### src/rtl/criq_alloc_sched.sv
`default_nettype none
// criq_alloc_sched: arbitrates two rename slots for free tags, tracks the free-tag count
// and sequences the circular free-tag queue's read/write/clean controls across flush.
module criq_alloc_sched #(
   parameter int TAGW  = 5,
   parameter int DEPTH = 8
) (
   input  logic            clk,
   input  logic            rst_n,
   input  logic            req0_i,
   input  logic            req1_i,
   output logic            gnt0_o,
   output logic            gnt1_o,
   output logic            tag_vld_o,
   output logic            tag_port_o,
   output logic [TAGW-1:0] tag_out_o,
   input  logic            ret_vld_i,
   input  logic [TAGW-1:0] ret_tag_i,
   input  logic            flush_i,
   output logic            stall_o,
   output logic            ovf_err_o,
   output logic            q_rable_o,
   output logic            q_wable_o,
   output logic            q_clean_o,
   output logic [TAGW-1:0] q_din_o,
   input  logic [TAGW-1:0] q_dout_i
);

   localparam int CNTW = $clog2(DEPTH + 1);

   typedef enum logic [1:0] {
      S_INIT  = 2'd0,
      S_RECOV = 2'd1,
      S_RUN   = 2'd2
   } state_e;

   state_e          state_q, state_d;
   logic [CNTW-1:0] count_q, count_d;
   logic            prio_q, prio_d;
   logic            ovf_q, ovf_d;
   logic            tag_vld_q, tag_port_q;

   logic run_ok, elig, gnt0, gnt1, gnt_any, ret_acc, ovf_hit;

   assign run_ok  = (state_q == S_RUN) && !flush_i;
   assign elig    = run_ok && (count_q != '0);
   // Contested cycles go to the Prio slot; an uncontested request always wins.
   assign gnt0    = elig && req0_i && (!req1_i || !prio_q);
   assign gnt1    = elig && req1_i && (!req0_i ||  prio_q);
   assign gnt_any = gnt0 | gnt1;
   assign ret_acc = ret_vld_i && run_ok && (count_q != CNTW'(DEPTH));
   assign ovf_hit = ret_vld_i && run_ok && (count_q == CNTW'(DEPTH));

   always_comb begin
      state_d = state_q;
      count_d = count_q;
      prio_d  = prio_q;
      ovf_d   = ovf_q | ovf_hit;
      case (state_q)
         S_INIT: begin
            state_d = S_RECOV;
            count_d = CNTW'(DEPTH);
         end
         S_RECOV: state_d = flush_i ? S_INIT : S_RUN;
         S_RUN: begin
            if (flush_i) begin
               state_d = S_INIT;
            end else begin
               if (gnt_any && !ret_acc)
                  count_d = count_q - CNTW'(1);
               else if (ret_acc && !gnt_any)
                  count_d = count_q + CNTW'(1);
               // After any grant the pointer favours the slot that was not served.
               if (gnt_any)
                  prio_d = gnt0;
            end
         end
         default: state_d = S_INIT;
      endcase
   end

   always_ff @(posedge clk or negedge rst_n) begin
      if (!rst_n) begin
         state_q    <= S_INIT;
         count_q    <= CNTW'(DEPTH);
         prio_q     <= 1'b0;
         ovf_q      <= 1'b0;
         tag_vld_q  <= 1'b0;
         tag_port_q <= 1'b0;
      end else begin
         state_q    <= state_d;
         count_q    <= count_d;
         prio_q     <= prio_d;
         ovf_q      <= ovf_d;
         tag_vld_q  <= gnt_any;
         tag_port_q <= gnt1;
      end
   end

   assign gnt0_o     = gnt0;
   assign gnt1_o     = gnt1;
   assign stall_o    = !elig;
   assign tag_vld_o  = tag_vld_q;
   assign tag_port_o = tag_port_q;
   assign tag_out_o  = q_dout_i;
   assign ovf_err_o  = ovf_q;
   assign q_rable_o  = gnt_any;
   assign q_wable_o  = ret_acc;
   assign q_clean_o  = (state_q == S_INIT);
   assign q_din_o    = ret_tag_i;

endmodule
`default_nettype wire

### config.mk
export PLATFORM = sky130hd
export DESIGN_NAME = criq_alloc_sched
export DESIGN_NICKNAME = d
export VERILOG_FILES = /design/src/rtl/criq_alloc_sched.sv
export SDC_FILE = /design/constraint.sdc
export NUM_CORES = 1
export LEC_CHECK = 0
export BUFFER_PORTS_ARGS = -buffer_cell sky130_fd_sc_hd__buf_4
export CORE_MARGIN = 2
export CORE_UTILIZATION = 38
export CTS_BUF_LIST = sky130_fd_sc_hd__clkbuf_16
export CTS_CLUSTER_SIZE = 12
export DETAILED_ROUTE_END_ITERATION = 8
export GPL_TIMING_DRIVEN = 0
export PLACE_DENSITY = 0.77
export SKIP_CTS_REPAIR_TIMING = 1
export SYNTH_ARGS = -nofsm -noshare
export SYNTH_HDL_FRONTEND = slang
export SYNTH_SLANG_ARGS = --single-unit
### constraint.sdc
create_clock -name clk -period 2.9 [get_ports clk]
set_clock_uncertainty 0.2 [all_clocks]
set_input_delay 0.29 -clock clk [delete_from_list [all_inputs] [get_ports clk]]
set_output_delay 0.29 -clock clk [all_outputs]
set_load 0.05 [all_outputs]
# Word-level counts from Yosys, hierarchy flattened
# Index checks and enable logic that the tools add are counted.
word_totals:
  register_bits: 10
  latchBits: 0
  ramBits: 0
  romBits: 0
  input_bits: 16
  out_inout_bits: 19
  word_cells: 50
  mem_count: 0
op_classes:
  addsub: 2
  mul: 0
  div: 0
  n_lt_le_gt_ge: 0
  n_eq_ne: 7
  shifts: 0
  mux: 7
  n_bitwise: 3
  reduce_logical: 25
op_table:
  columns: ["cell", "n"]
  rows:
  - ["4-bit two-way mux", 3]
  - ["1-bit logical AND", 11]
  - ["4-bit case mux with 2 select lines", 1]
  - ["1-bit logical NOT", 7]
  - ["2-bit case mux with 3 select lines", 1]
  - ["3-bit AND reduction", 2]
  - ["4-bit by 1-bit adder with 4-bit output (second input constant)", 1]
  - ["4-bit equality test (second input constant)", 1]
  - ["2-bit two-way mux", 2]
  - ["2-bit inequality test (second input constant)", 2]
  - ["4-bit inequality test (second input constant)", 1]
  - ["4-bit nonzero test", 1]
  - ["4-bit by 1-bit subtractor with 4-bit output (second input constant)", 1]
  - ["3-bit by 1-bit inequality test with 1-bit output (second input constant)", 1]
  - ["2-bit by 1-bit equality test with 1-bit output (second input constant)", 1]
  - ["2-bit equality test (second input constant)", 1]
  - ["2-bit logical NOT", 1]
  - ["1-bit logical OR", 2]
  - ["1-bit bitwise OR", 2]
  - ["2-bit nonzero test", 1]
  - ["1-bit inverter", 1]

# Depth between registers and ports, before layout
depth:
  depth_word: 12
  depth_mapped: 10
  depth_no_buf: 10

# Least setup slack after synthesis
# Ideal clock, no wire load.
synth_path:
  kind: "register -> register"
  startpoint: "register state_q[0]"
  endpoint: "register count_q[3]"
  setup_time_ns: 0.059
  t_arrival_ns: 3.391
  required_ns: 2.641
  setup_slack_ns: -0.750
  stages_incl_launch_ff: 10
  n_path_buf: 0
  period_less_slack_ns: 3.650
  path_cell_list: "dfrtp_1 -> or3b_1 -> nor3_1 -> nor2b_1 -> ha_1 -> a21oi_1 -> and3b_1 -> a22oi_1 -> a211oi_1 -> a21o_1"
synth_via:
  elab_chain_len: 10
  elab_cells_between_ends: 22
  cone_classes: "eq/ne: 3; mux: 3; bitwise: 1; reduce/logical: 15"
synth_lines:
  columns: ["item", "line_no", "rtl"]
  rows:
  - ["from (decl)", "37", "state_e state_q, state_d;"]
  - ["from (signal assigned)", "91", "state_q <= state_d;"]
  - ["2-bit equality test (*)", "45", "assign run_ok = (state_q == S_RUN) && !flush_i;"]
  - ["1-bit logical AND (*)", "45", null]
  - ["1-bit logical AND (*)", "46", "assign elig = run_ok && (count_q != '0);"]
  - ["1-bit logical AND, on equally long branches (2 in series)", "48, 49", null]
  - ["1-bit bitwise OR (*)", "50", "assign gnt_any = gnt0 | gnt1;"]
  - ["via q_rable_o", "22", "output logic q_rable_o,"]
  - ["1-bit logical AND or 1-bit logical NOT (tied branches)", "69, 71", null]
  - ["4-bit two-way mux or 1-bit logical AND (tied branches)", "69, 71", null]
  - ["4-bit two-way mux or 3-bit by 1-bit inequality test with 1-bit output (tied branches)", null, null]
  - ["4-bit case mux with 2 select lines or 3-bit AND reduction (tied branches)", null, null]
  - ["to (signal assigned)", "85", "count_q <= CNTW'(DEPTH);"]
  - ["to (signal assigned)", "92", "count_q <= count_d;"]
  - ["to (decl)", "38", "logic [CNTW-1:0] count_q, count_d;"]
# The timed path passes the listed nets; every way through them passes the cells marked *. The select of a mux whose other input is x is not followed.
# A chain may end at the register's enable or synchronous reset.

# Worst setup path after layout
layout_path:
  startpoint: "register count_q[3]"
  endpoint: "register count_q[3]"
layout_via:
  elab_chain_len: 9
  elab_cells_between_ends: 21
  cone_classes: "add/sub: 2; eq/ne: 2; mux: 4; bitwise: 1; reduce/logical: 12"
layout_lines:
  columns: ["item"]
  rows:
  - ["branches (longest 9 deep; another with 4-bit by 1-bit adder with 4-bit output)"]
# Several ways; the timed one is not identified. The select of a mux whose other input is x is not followed.

==> results.txt <==
The critical path contains buffers and inverters numbering 0 combined. STA puts the critical path data arrival time at 2.75 ns. The number of DRC violations after detailed routing is 0. The width of the die came out at between 40 and 50 µm.

The part of the power in combinational logic is 41.5%. The share of Yosys cell area claimed by the top area cell type is 35.9%. The longest individual stage delay on the worst path came out at 0.56 ns.

The final critical-path required period is approximately 2.8 ns. The average cell area after synthesis came out at between 9 and 10 µm². The detailed-route vias per instance is 5.04.

The max-capacitance violation count came out at 0. Adding up every negative setup slack in the final design gives 0 ns. The post-layout net count came out at 114. Entering global routing, the biggest net connects 11 pins. The path class of the tightest hold or removal check is input port to flop. Power spread over the standard cell area amounts to 862 nW/µm².

CTS built an H-tree with a depth of 1. The net switching power came out at 321 µW. The final weighted congestion of routability-driven global placement is 0.739. The area growth from synthesis to final layout came out at 50.7%.

For this run, the top clock speed supported by timing is 359 MHz. The filler cell count in the final layout is approximately 130. The gate family responsible for the most delay along the worst path is simple AND/OR/NAND/NOR gates. Dividing the final minimum period by the clock period gives 96.0%. After floorplanning, the core was divided into 14 placement rows. The total routing usage reported by global routing came out at 14.7%.

At the pin with the least slew margin, the transition time is 0.573 ns. Once detail routing completed, the nets flagged for antenna violations numbered 0. The post-synthesis sequential area ratio came out at 40.1%. The worst setup path is captured at a flop. Synthesis instantiated 29 different standard cells from the library. The remaining global-route overflow is 0.

The total area of multi-input combinational cells came out at approximately 310 µm². The number of cells in the finished layout apart from fillers is 110. The slowest stage of the critical path is the sky130_fd_sc_hd__dfstp_2 cell.

The final core area utilization is 62.0%. The sum of net half-perimeters after detailed placement came out at 1030 µm. The maximum number of buffers from clock root to sink came out at 2. Dividing the detail-routed wire length by the instance count gives 12.1 µm. The floorplan step defined a die boundary enclosing around 2000 µm². The final-report max-slew violation count is 0.

In this run the worst path has a maximum fanout of 4. For this block, the initial DRC count from the detailed router was 4. The clock latency on the worst-skew pair is 0.24 ns. The number of diodes added for antenna fixing came out at 0. The number of clock buffers inserted by TritonCTS is 3. The share of final-layout standard cells stronger than drive strength 1 is 47.9%. The number of antenna violations at the first check in global routing is 0.

STA classifies the critical path startpoint as a flop. The region available for standard cell placement spans 1520 µm². The worst hold margin came out at 0.0159 ns. By area the synthesized netlist is led by sky130_fd_sc_hd__dfrtp_1 (36%), sky130_fd_sc_hd__buf_4 (12%), sky130_fd_sc_hd__dfstp_2 (4.2%). The final wirelength came out at around 1300 µm.

The initial utilization of the core area, before any placement, comes to 41.1%. The worst IR drop on VDD came out at 0.621 mV. The remaining max-slew budget at the tightest pin came out at 61.5%. The hold violation total from the final report is 0. The area occupied by registers came out at 251 µm².

The post-synth net total came out at 84. The static leakage is 0.477 nW. The flow ran to the end, and the final reports show no timing, DRC or antenna violations. CTS placed an instance of sky130_fd_sc_hd__clkbuf_16 at the clock tree root.

The cell taking the most area after synthesis is sky130_fd_sc_hd__dfrtp_1. The TritonCTS sink count is 10. The synthesized instance count came out at 65.

Setup repair after global routing left no endpoint under its margin. The switching portion of total power is 39.4%. The number of top-level pins came out at 35. The number of warnings reported in the yosys synthesis log came out at 0.

In this run, flip-flops and latches consume 28.5% of the power. The clock tree from TritonCTS is yes. The data required time at the worst endpoint is 2.87 ns. The clock transition at the registers of the reported paths came out at 0.04 ns. Synthesis inferred 10 register bits. The number of detailed-routing iterations run before antenna repair is 3. Of the total power, the clock network draws 30.0%.

The number of buffer cells added on primary ports came out at 24. The cell-internal power came out at roughly 500 µW. The setup path with the least slack is of type flop to flop.

The total placed cells including tap cells came out at 105. The die boundary height is 44.6 µm. The routed via count came out at between 500 and 600. The post-synth design cell area came out at between 600 and 700 µm². Setup violations remaining at the end of the flow were counted as 0.

The first global-routing pass estimated between 2000 and 2500 µm of wire. The number of global-route vias before repair is 518. Traced cell by cell, the critical path runs through or4b_4 > and3_2 > nor2b_4 > ha_1 > a21oi_2 > a21oi_1 > a22oi_1 > a211oi_1 > a21o_1.
Yosys cell counts:
cell,n
sky130_fd_sc_hd__nor2_1,6
sky130_fd_sc_hd__a21o_1,2
sky130_fd_sc_hd__fa_1,1
sky130_fd_sc_hd__or3b_1,1
sky130_fd_sc_hd__a211oi_1,1
sky130_fd_sc_hd__or4b_4,1
sky130_fd_sc_hd__dfstp_2,1
sky130_fd_sc_hd__xnor2_1,1
sky130_fd_sc_hd__o211a_1,1
sky130_fd_sc_hd__nor3_1,1
sky130_fd_sc_hd__o32ai_1,1
sky130_fd_sc_hd__a22oi_1,1
sky130_fd_sc_hd__inv_1,4
sky130_fd_sc_hd__nand2b_1,2
sky130_fd_sc_hd__nand2_1,3
sky130_fd_sc_hd__nand3_1,1
sky130_fd_sc_hd__nand3b_1,1
sky130_fd_sc_hd__buf_4,10
sky130_fd_sc_hd__mux2i_1,1
sky130_fd_sc_hd__and3b_1,1
sky130_fd_sc_hd__dfrtp_1,9
sky130_fd_sc_hd__a211oi_2,1
sky130_fd_sc_hd__o21ai_1,3
sky130_fd_sc_hd__nor4_1,1
sky130_fd_sc_hd__and3_2,1
sky130_fd_sc_hd__nor2b_1,1
sky130_fd_sc_hd__ha_1,2
sky130_fd_sc_hd__o21ai_0,1
sky130_fd_sc_hd__a21oi_1,5
cell usage in the layout, fill, tap and decap left out:
cell type                        n
sky130_fd_sc_hd__a21oi_2         1
sky130_fd_sc_hd__a22oi_1         1
sky130_fd_sc_hd__or3b_1          1
sky130_fd_sc_hd__and3_2          1
sky130_fd_sc_hd__nand2b_1        2
sky130_fd_sc_hd__nor2_1          6
sky130_fd_sc_hd__nand3b_1        1
sky130_fd_sc_hd__a21o_1          2
sky130_fd_sc_hd__nand2_1         3
sky130_fd_sc_hd__and3b_1         1
sky130_fd_sc_hd__o211a_1         1
sky130_fd_sc_hd__nor2b_4         1
sky130_fd_sc_hd__buf_4          34
sky130_fd_sc_hd__a21oi_1         4
sky130_fd_sc_hd__dfstp_2         1
sky130_fd_sc_hd__a211oi_2        1
sky130_fd_sc_hd__nand3_1         1
sky130_fd_sc_hd__o21ai_0         1
sky130_fd_sc_hd__dlygate4sd3_1   1
sky130_fd_sc_hd__ha_1            2
sky130_fd_sc_hd__o32ai_1         1
sky130_fd_sc_hd__nor4_2          1
sky130_fd_sc_hd__nor3_4          1
sky130_fd_sc_hd__clkbuf_16       3
sky130_fd_sc_hd__inv_1           5
sky130_fd_sc_hd__or4b_4          1
sky130_fd_sc_hd__a211oi_1        1
sky130_fd_sc_hd__o21ai_1         3
sky130_fd_sc_hd__dfrtp_1         9
sky130_fd_sc_hd__fa_1            1
sky130_fd_sc_hd__mux2i_1         1
sky130_fd_sc_hd__xnor2_1         1
registers in the layout, summed over array words and instances (netlist names):
signal,count
tag_vld_o,1
ovf_err_o,1
count_q,4
tag_port_o,1
prio_q,1
state_q,2
area by class of cell:
type,count,area share (%)
Buffer,10,7.95
Multi-Input combinational cell,41,33.2
Clock buffer,3,7.95
Sequential cell,10,26.6
Timing Repair Buffer,25,20.1
Clock inverter,1,0.397
Inverter,4,1.59
Tap cell,16,2.12
layer usage:
layer / vias up / share of wire, % / global-route usage (%)
met3: 2 / 7.3 / 2.45
met5: - / 0 / 0
met1: 252 / 42 / 15.9
met4: 0 / 1.2 / 9.09
met2: 20 / 50 / 26.4
li1: 280 / - / -
stage by stage:
step	power, mW	instance area (µm²)	setup slack (ns)
final	0.814	945	0.117
after global routing	0.860	945	0.00630
after CTS	0.812	920	-0.0776
after detailed placement	0.563	841	-0.0665
after global placement	0.556	841	-0.0105
after floorplan	0.476	641	0.000520
worst paths after layout:
check,start,end,slack (ns),depth (start not counted)
setup / recovery,count_q[3],count_q[3],0.12,9
hold / removal,flush_i,state_q[1],0.02,2
setup reg to reg,count_q[3],count_q[3],0.12,9
hold reg to reg,ovf_err_o,ovf_err_o,0.27,1
max in group asynchronous,rst_n,count_q[3],2.06,2
min in group asynchronous,rst_n,tag_vld_o,0.22,2
cells by family (layout without fill, tap and decap cells):
logic type	Yosys count	in the layout	synth area share, %
fa+ha+maj	3	3	7.19
xor+xnor	1	1	1.40
compound gates	16	16	17.0
flops	10	10	40.1
mux	1	1	1.60
buf+inv	14	43	14.4
simple gates	20	20	18.4
power by group through the flow:
| stage | Clock, mW | Sequential [mW] | Combinational [mW] |
|---|---|---|---|
| after floorplan | 0 | 0.253 | 0.222 |
| after CTS | 0.248 | 0.229 | 0.335 |
| after global placement | 0 | 0.228 | 0.328 |
| after global routing | 0.257 | 0.240 | 0.362 |
| after detailed placement | 0 | 0.230 | 0.333 |
| final | 0.244 | 0.232 | 0.338 |
Note: power is estimated with default switching activity, not from simulation.
